File: src/rtl/frac_dsp16_pkg.sv
// Shared encodings for the fracturable 16-bit DSP accumulate stage.
// Latency: n/a (types and constants only).
// Backpressure: n/a.
package frac_dsp16_pkg;

  // Burst FSM states
  typedef enum logic [1:0] {
    ST_IDLE  = 2'd0,
    ST_ACCUM = 2'd1,
    ST_HOLD  = 2'd2
  } state_t;

  // Product stream modes
  localparam logic MODE_32     = 1'b0;  // one 32-bit product per beat
  localparam logic MODE_DUAL16 = 1'b1;  // two independent 16-bit products per beat

  localparam int PROD_W      = 32;
  localparam int LANE_PROD_W = 16;

endpackage

File: src/rtl/frac_acc_lane.sv
// One W-bit accumulator lane: registered adder with carry chain, optional clamp.
// Latency: sum registered one cycle after en; cout/ovf are combinational on the current add.
// Backpressure: none; the owner gates updates with en.
module frac_acc_lane #(
  parameter int W   = 20,
  parameter int SAT = 0
) (
  input  logic         clk,
  input  logic         resetb,
  input  logic         en,         // apply this beat's add
  input  logic         load,       // first beat: add onto zero instead of the held value
  input  logic         clr,        // flush to zero, wins over en
  input  logic [W-1:0] addend,
  input  logic         cin,
  input  logic         clamp_req,  // overflow of the unit this lane belongs to
  output logic [W-1:0] acc,
  output logic         cout,
  output logic         ovf
);

  logic [W-1:0] base;
  logic [W:0]   sum;

  assign base = load ? '0 : acc;
  assign sum  = {1'b0, base} + {1'b0, addend} + {{W{1'b0}}, cin};
  assign cout = sum[W];
  assign ovf  = en & cout;

  // Accumulator register: clear, else clamp to all-ones or wrap on update
  always_ff @(posedge clk or negedge resetb) begin
    if (!resetb) begin
      acc <= '0;
    end else if (clr) begin
      acc <= '0;
    end else if (en) begin
      acc <= ((SAT != 0) && clamp_req) ? '1 : sum[W-1:0];
    end
  end

endmodule

File: src/rtl/frac_dsp16_acc.sv
// Burst accumulator for the fracturable DSP product stream (1x32b or 2x16b lanes).
// Latency: out_valid rises the cycle after the last beat is accepted.
// Backpressure: in_ready drops while a result is held; released by out_valid & out_ready.
module frac_dsp16_acc
  import frac_dsp16_pkg::*;
#(
  parameter int ACC_W = 40,
  parameter int CNT_W = 8,
  parameter int SAT   = 0
) (
  input  logic             clk,
  input  logic             resetb,
  input  logic             in_valid,
  output logic             in_ready,
  input  logic             in_mode,
  input  logic [31:0]      in_product,
  input  logic             in_last,
  input  logic             clear,
  output logic             out_valid,
  input  logic             out_ready,
  output logic [ACC_W-1:0] out_acc,
  output logic [CNT_W-1:0] out_beats,
  output logic             out_ovf
);

  localparam int LW = ACC_W / 2;

  state_t           state;
  logic             mode_q;
  logic             mode_eff;
  logic             first;
  logic             accept;
  logic [CNT_W-1:0] beat_cnt;
  logic             ovf_q;
  logic             ovf_now;

  logic [ACC_W-1:0] add_wide;
  logic [LW-1:0]    lo_add, hi_add;
  logic [LW-1:0]    lo_acc, hi_acc;
  logic             lo_cout, hi_cout;
  logic             lo_ovf, hi_ovf;
  logic             hi_cin;
  logic             lo_clamp_req;

  assign in_ready = (state != ST_HOLD);
  // A beat arriving alongside clear is discarded
  assign accept   = in_valid & in_ready & ~clear;
  assign first    = (state == ST_IDLE);
  // Mode is sampled on the first beat only; later beats use the latched burst mode
  assign mode_eff = first ? in_mode : mode_q;

  assign add_wide = {{(ACC_W-PROD_W){1'b0}}, in_product};

  // Lane addends: split the wide product in mode 0, per-lane 16-bit products in mode 1
  always_comb begin
    lo_add = add_wide[LW-1:0];
    hi_add = add_wide[ACC_W-1:LW];
    if (mode_eff == MODE_DUAL16) begin
      lo_add = {{(LW-LANE_PROD_W){1'b0}}, in_product[15:0]};
      hi_add = {{(LW-LANE_PROD_W){1'b0}}, in_product[31:16]};
    end
  end

  // Lanes are chained into one wide adder only in mode 0
  assign hi_cin       = (mode_eff == MODE_32) & lo_cout;
  // In mode 0 the whole accumulator clamps together on the top carry
  assign lo_clamp_req = (mode_eff == MODE_DUAL16) ? lo_cout : hi_cout;
  assign ovf_now      = (mode_eff == MODE_DUAL16) ? (lo_ovf | hi_ovf) : hi_ovf;

  frac_acc_lane #(.W(LW), .SAT(SAT)) u_lo (
    .clk       (clk),
    .resetb    (resetb),
    .en        (accept),
    .load      (first),
    .clr       (clear),
    .addend    (lo_add),
    .cin       (1'b0),
    .clamp_req (lo_clamp_req),
    .acc       (lo_acc),
    .cout      (lo_cout),
    .ovf       (lo_ovf)
  );

  frac_acc_lane #(.W(LW), .SAT(SAT)) u_hi (
    .clk       (clk),
    .resetb    (resetb),
    .en        (accept),
    .load      (first),
    .clr       (clear),
    .addend    (hi_add),
    .cin       (hi_cin),
    .clamp_req (hi_cout),
    .acc       (hi_acc),
    .cout      (hi_cout),
    .ovf       (hi_ovf)
  );

  // Burst FSM with registered out_valid; clear beats any beat or result handshake
  always_ff @(posedge clk or negedge resetb) begin
    if (!resetb) begin
      state     <= ST_IDLE;
      out_valid <= 1'b0;
      mode_q    <= MODE_32;
    end else if (clear) begin
      state     <= ST_IDLE;
      out_valid <= 1'b0;
    end else begin
      case (state)
        ST_IDLE: begin
          if (accept) begin
            mode_q <= in_mode;
            if (in_last) begin
              state     <= ST_HOLD;
              out_valid <= 1'b1;
            end else begin
              state <= ST_ACCUM;
            end
          end
        end
        ST_ACCUM: begin
          if (accept && in_last) begin
            state     <= ST_HOLD;
            out_valid <= 1'b1;
          end
        end
        ST_HOLD: begin
          if (out_ready) begin
            state     <= ST_IDLE;
            out_valid <= 1'b0;
          end
        end
        default: begin
          state     <= ST_IDLE;
          out_valid <= 1'b0;
        end
      endcase
    end
  end

  // Beat counter (saturating) and sticky overflow, both restarted on a burst's first beat
  always_ff @(posedge clk or negedge resetb) begin
    if (!resetb) begin
      beat_cnt <= '0;
      ovf_q    <= 1'b0;
    end else if (clear) begin
      beat_cnt <= '0;
      ovf_q    <= 1'b0;
    end else if (accept) begin
      if (first) begin
        beat_cnt <= CNT_W'(1);
        ovf_q    <= ovf_now;
      end else begin
        if (beat_cnt != '1) beat_cnt <= beat_cnt + CNT_W'(1);
        ovf_q <= ovf_q | ovf_now;
      end
    end
  end

  assign out_acc   = {hi_acc, lo_acc};
  assign out_beats = beat_cnt;
  assign out_ovf   = ovf_q;

endmodule

File: config.mk
export PLATFORM = sky130hd
export DESIGN_NAME = frac_dsp16_acc
export DESIGN_NICKNAME = d
export VERILOG_FILES = /design/src/rtl/frac_dsp16_pkg.sv /design/src/rtl/frac_acc_lane.sv /design/src/rtl/frac_dsp16_acc.sv
export SDC_FILE = /design/constraint.sdc
export NUM_CORES = 1
export LEC_CHECK = 0
export ABC_AREA = 1
export BUFFER_PORTS_ARGS = -buffer_cell sky130_fd_sc_hd__buf_2
export CAP_MARGIN = 30
export CORE_ASPECT_RATIO = 0.75
export CORE_UTILIZATION = 25
export CTS_CLUSTER_DIAMETER = 80
export DETAILED_ROUTE_END_ITERATION = 7
export MAX_ROUTING_LAYER = met4
export PLACE_DENSITY = 0.48
export SYNTH_ARGS = -nofsm -noshare
export SYNTH_HDL_FRONTEND = slang
export SYNTH_SLANG_ARGS = --single-unit
File: constraint.sdc
create_clock -name clk -period 8.1 [get_ports clk]
set_input_delay 0.81 -clock clk [delete_from_list [all_inputs] [get_ports clk]]
set_output_delay 0.81 -clock clk [all_outputs]
set_load 0.005 [all_outputs]
==> impl_metrics.csv <==
group,metric,value,unit
die,die_w,164,um
sta,finalMaxSlewViolations,0,
clock_tree,cts_hold_buf,0,
layout,layout.cells.non_filler,1137,
layout,fillerInstances,2245,
route,routed_via_density,4.57,
synth,syn_area_per_cell,6.20,um^2
critical_path,cpMostUsedCell,"nand2_1",
clock_tree,root_buffer,"clkbuf_16",
critical_path,critPathLaunchType,"flop",
layout,drive_above_1_share,0.132,
status,status,"complete, no violations",
clock_tree,clockBufferDepth,2,
global_route,grt_overflow_total,0,
clock_tree,cts_buffers,5,
placement,globalplace.congestion,0.866,
sta,timing.fmax,0.217,GHz
sta,min_period,4.60,ns
pwr,powerDensity,257,nW/um^2
clock_tree,postCtsSetupRepairBufs,0,
route,drt_first_pass_iters,8,
sta,max_slew_margin,0.502,
global_route,grt_max_degree,54,
sta,fin_tns_setup,0,ns
die,start_util,0.255,
critical_path,critPathCaptureType,"flop",
placement,placed_cells,1129,
placement,dp_hpwl,13000,um
flow_run,drv_cap,0,
critical_path,path_buf_inv,3,
critical_path,max_stage_delay,0.49,ns
clock_tree,cts.sinks,53,
global_route,grt_usage,0.171,
synth,syn_inst,797,
route,wl_per_cell,14.4,um
critical_path,cp_max_fo,20,
die,die_h,124,um
route,drt_iter0_drc,347,
critical_path,crit_type,"reg2reg",
layout,fin_nets,961,
global_route,grt_pass1_wl,25700,um
placement,portBuffers,89,
sta,hold_viol_final,0,
sta,rsz0062_at_grt,"no",
synth,ys_seq_elements,53,
sta,fin_crit_sh,0.568,
layout,antenna_cells,0,
sta,setup-violations-final,0,
route,final_antenna_net_count,0,
global_route,antenna_found_initial,0,
die,rows,44,
critical_path,crit_arrival,4.80,ns
critical_path,slowest_stage,"nor2_4",
clock_tree,clkLatencyLatePin,0.30,ns
route,drt_drc_violations_left,0,
synth,synth.cell_area,4940,um^2
clock_tree,htree_levels,2,
pwr,ir_drop,0.0000994,V
global_route,grt_pass1_vias,4680,
die,dieArea,20400,um^2
route,vias,5199,
synth,yosysWarnings,0,
clock_tree,cts_tree,"done",
critical_path,crit_family,"simple AND/OR/NAND/NOR gates",
sta,skew,0.00449,ns
sta,worst_slew_pin_slew,0.747,ns
worst_hold_path,hold_path.class,"reg2reg",
synth,yosysSeqAreaShare,0.268,
route,wirelength,16400,um
clock_tree,cts_resized,0,
synth,synthesis.nets,875,
layout,synthToLayoutAreaGrowth,17.6,%
die,core_area,19400,um^2
pwr,p_leak,3.17,nW
synth,synth_cell_type_count,39,
clock_tree,clkTransAtPathRegs,0.07,ns
critical_path,worstPathRequired,8.29,ns
die,ios,90,
-- worst min-delay path: stages (launching register included) --
cell	delay (ns)
dfrtp_1	0.35
nand2_1	0.05
nand2_1	0.05
-- cells in the mapped netlist --
cell      number  area (um^2)
o21a_1         1         7.51
clkbuf_1       3         11.3
and2_1         3         18.8
dfrtp_1       53         1330
a31oi_1        2         12.5
xor2_1         1         8.76
fa_1           3         60.1
nand3_2        1         10.0
a21oi_1       46          230
a21o_1         3         22.5
nor3_2         1         10.0
o22ai_1        9         56.3
o21ai_1        2         10.0
o21ai_2        2         17.5
nand2_2        4         25.0
inv_1        134          503
o221ai_1       1         8.76
nand2_1      225          845
nor2_4         1         11.3
o211ai_1       1         7.51
nand2_4        1         11.3
o21bai_1       6         45.0
nor3_1         9         45.0
nor3_4         2         32.5
nand3_1       57          285
or3_1          1         6.26
buf_6          2         22.5
buf_4          1         7.51
ha_1          36          450
nor2_1       102          383
o21ai_4        1         16.3
buf_2          7         35.0
xnor2_1        1         8.76
inv_2          3         11.3
o21ai_0       59          295
nand3b_1       4         30.0
nor2_2         2         12.5
nand4_1        6         37.5
a21boi_0       1         7.51
-- per-layer routing --
layer  vias up  global-route usage  wire (um)
met3         8              0.0263       1100
li1       2717                   -          -
met2       133               0.217       5920
met5         -                   -          0
met4         0              0.0241         88
met1      2341               0.278       9280
-- cell usage in the layout, fill, tap and decap left out, types with 4 or more instances in the layout --
master       n
inv_1      134
nand4_1      6
nand3b_1     4
buf_2       89
o22ai_1      9
o21ai_0     59
dfrtp_1     53
nor2_1     102
nand3_1     57
a21oi_1     46
ha_1        36
nand2_2      4
clkbuf_16    5
nor3_1       9
o21bai_1     6
nand2_1    225
-- cell families after synthesis --
| family | Yosys count | share of synthesized area |
|---|---|---|
| buffers and inverters | 150 | 0.119 |
| and+or+nand+nor | 419 | 0.357 |
| DFF | 53 | 0.268 |
| xor gates and xnor gates | 2 | 0.00354 |
| AOI/OAI and AO/OA | 134 | 0.149 |
| adders and majority gates | 39 | 0.103 |
-- where the power goes --
group	internal [mW]	switching [mW]
sequential	0.327	0.0462
combinational	0.294	0.605
clock	0.114	0.109
total	0.735	0.760
-- layout make-up --
type                    instances  area (um^2)  area share
clock inverters                 2         10.0     0.00172
well taps                     253          317      0.0544
multi-input cells             594         3030       0.521
flip-flops and latches         53         1330       0.228
clock buffers                   6          129      0.0222
inverters                     137          514      0.0884
repair buffers                 92          488      0.0839
-- sequential cells by signal, summed over array words and instances (netlist names) --
name and flops:
mode_q 1, out_valid 1, u_hi.acc 20, out_ovf 1, state 2, u_lo.acc 20, out_beats 8
-- stage by stage --
stage | total power, mW | instance area, um^2 | worst slack (ns) | hold slack, ns | util
after floorplan | 0.989 | 4940 | 4.37 | 0.465 | -
after global placement | 1.26 | 5650 | 3.41 | 0.465 | 0.292
after detailed placement | 1.27 | 5680 | 3.55 | 0.465 | 0.293
after CTS | 1.51 | 5820 | 3.51 | 0.485 | 0.300
after global routing | 1.65 | 5820 | 3.05 | 0.499 | 0.300
final | 1.50 | 5820 | 3.50 | 0.479 | 0.300
-- worst paths after layout --
path | start | to | slack, ns | depth (start not counted)
min in group asynchronous | resetb | u_lo.acc[6] | 0.66 | 2
worst max register to register | state[1] | out_ovf | 3.50 | 27
max in group asynchronous | resetb | u_hi.acc[14] | 6.96 | 2
worst min register to register | out_valid | out_valid | 0.48 | 2
worst max-delay path | state[1] | out_ovf | 3.50 | 27
worst min-delay path | out_valid | out_valid | 0.48 | 2
(Power assumes the default switching activity.)
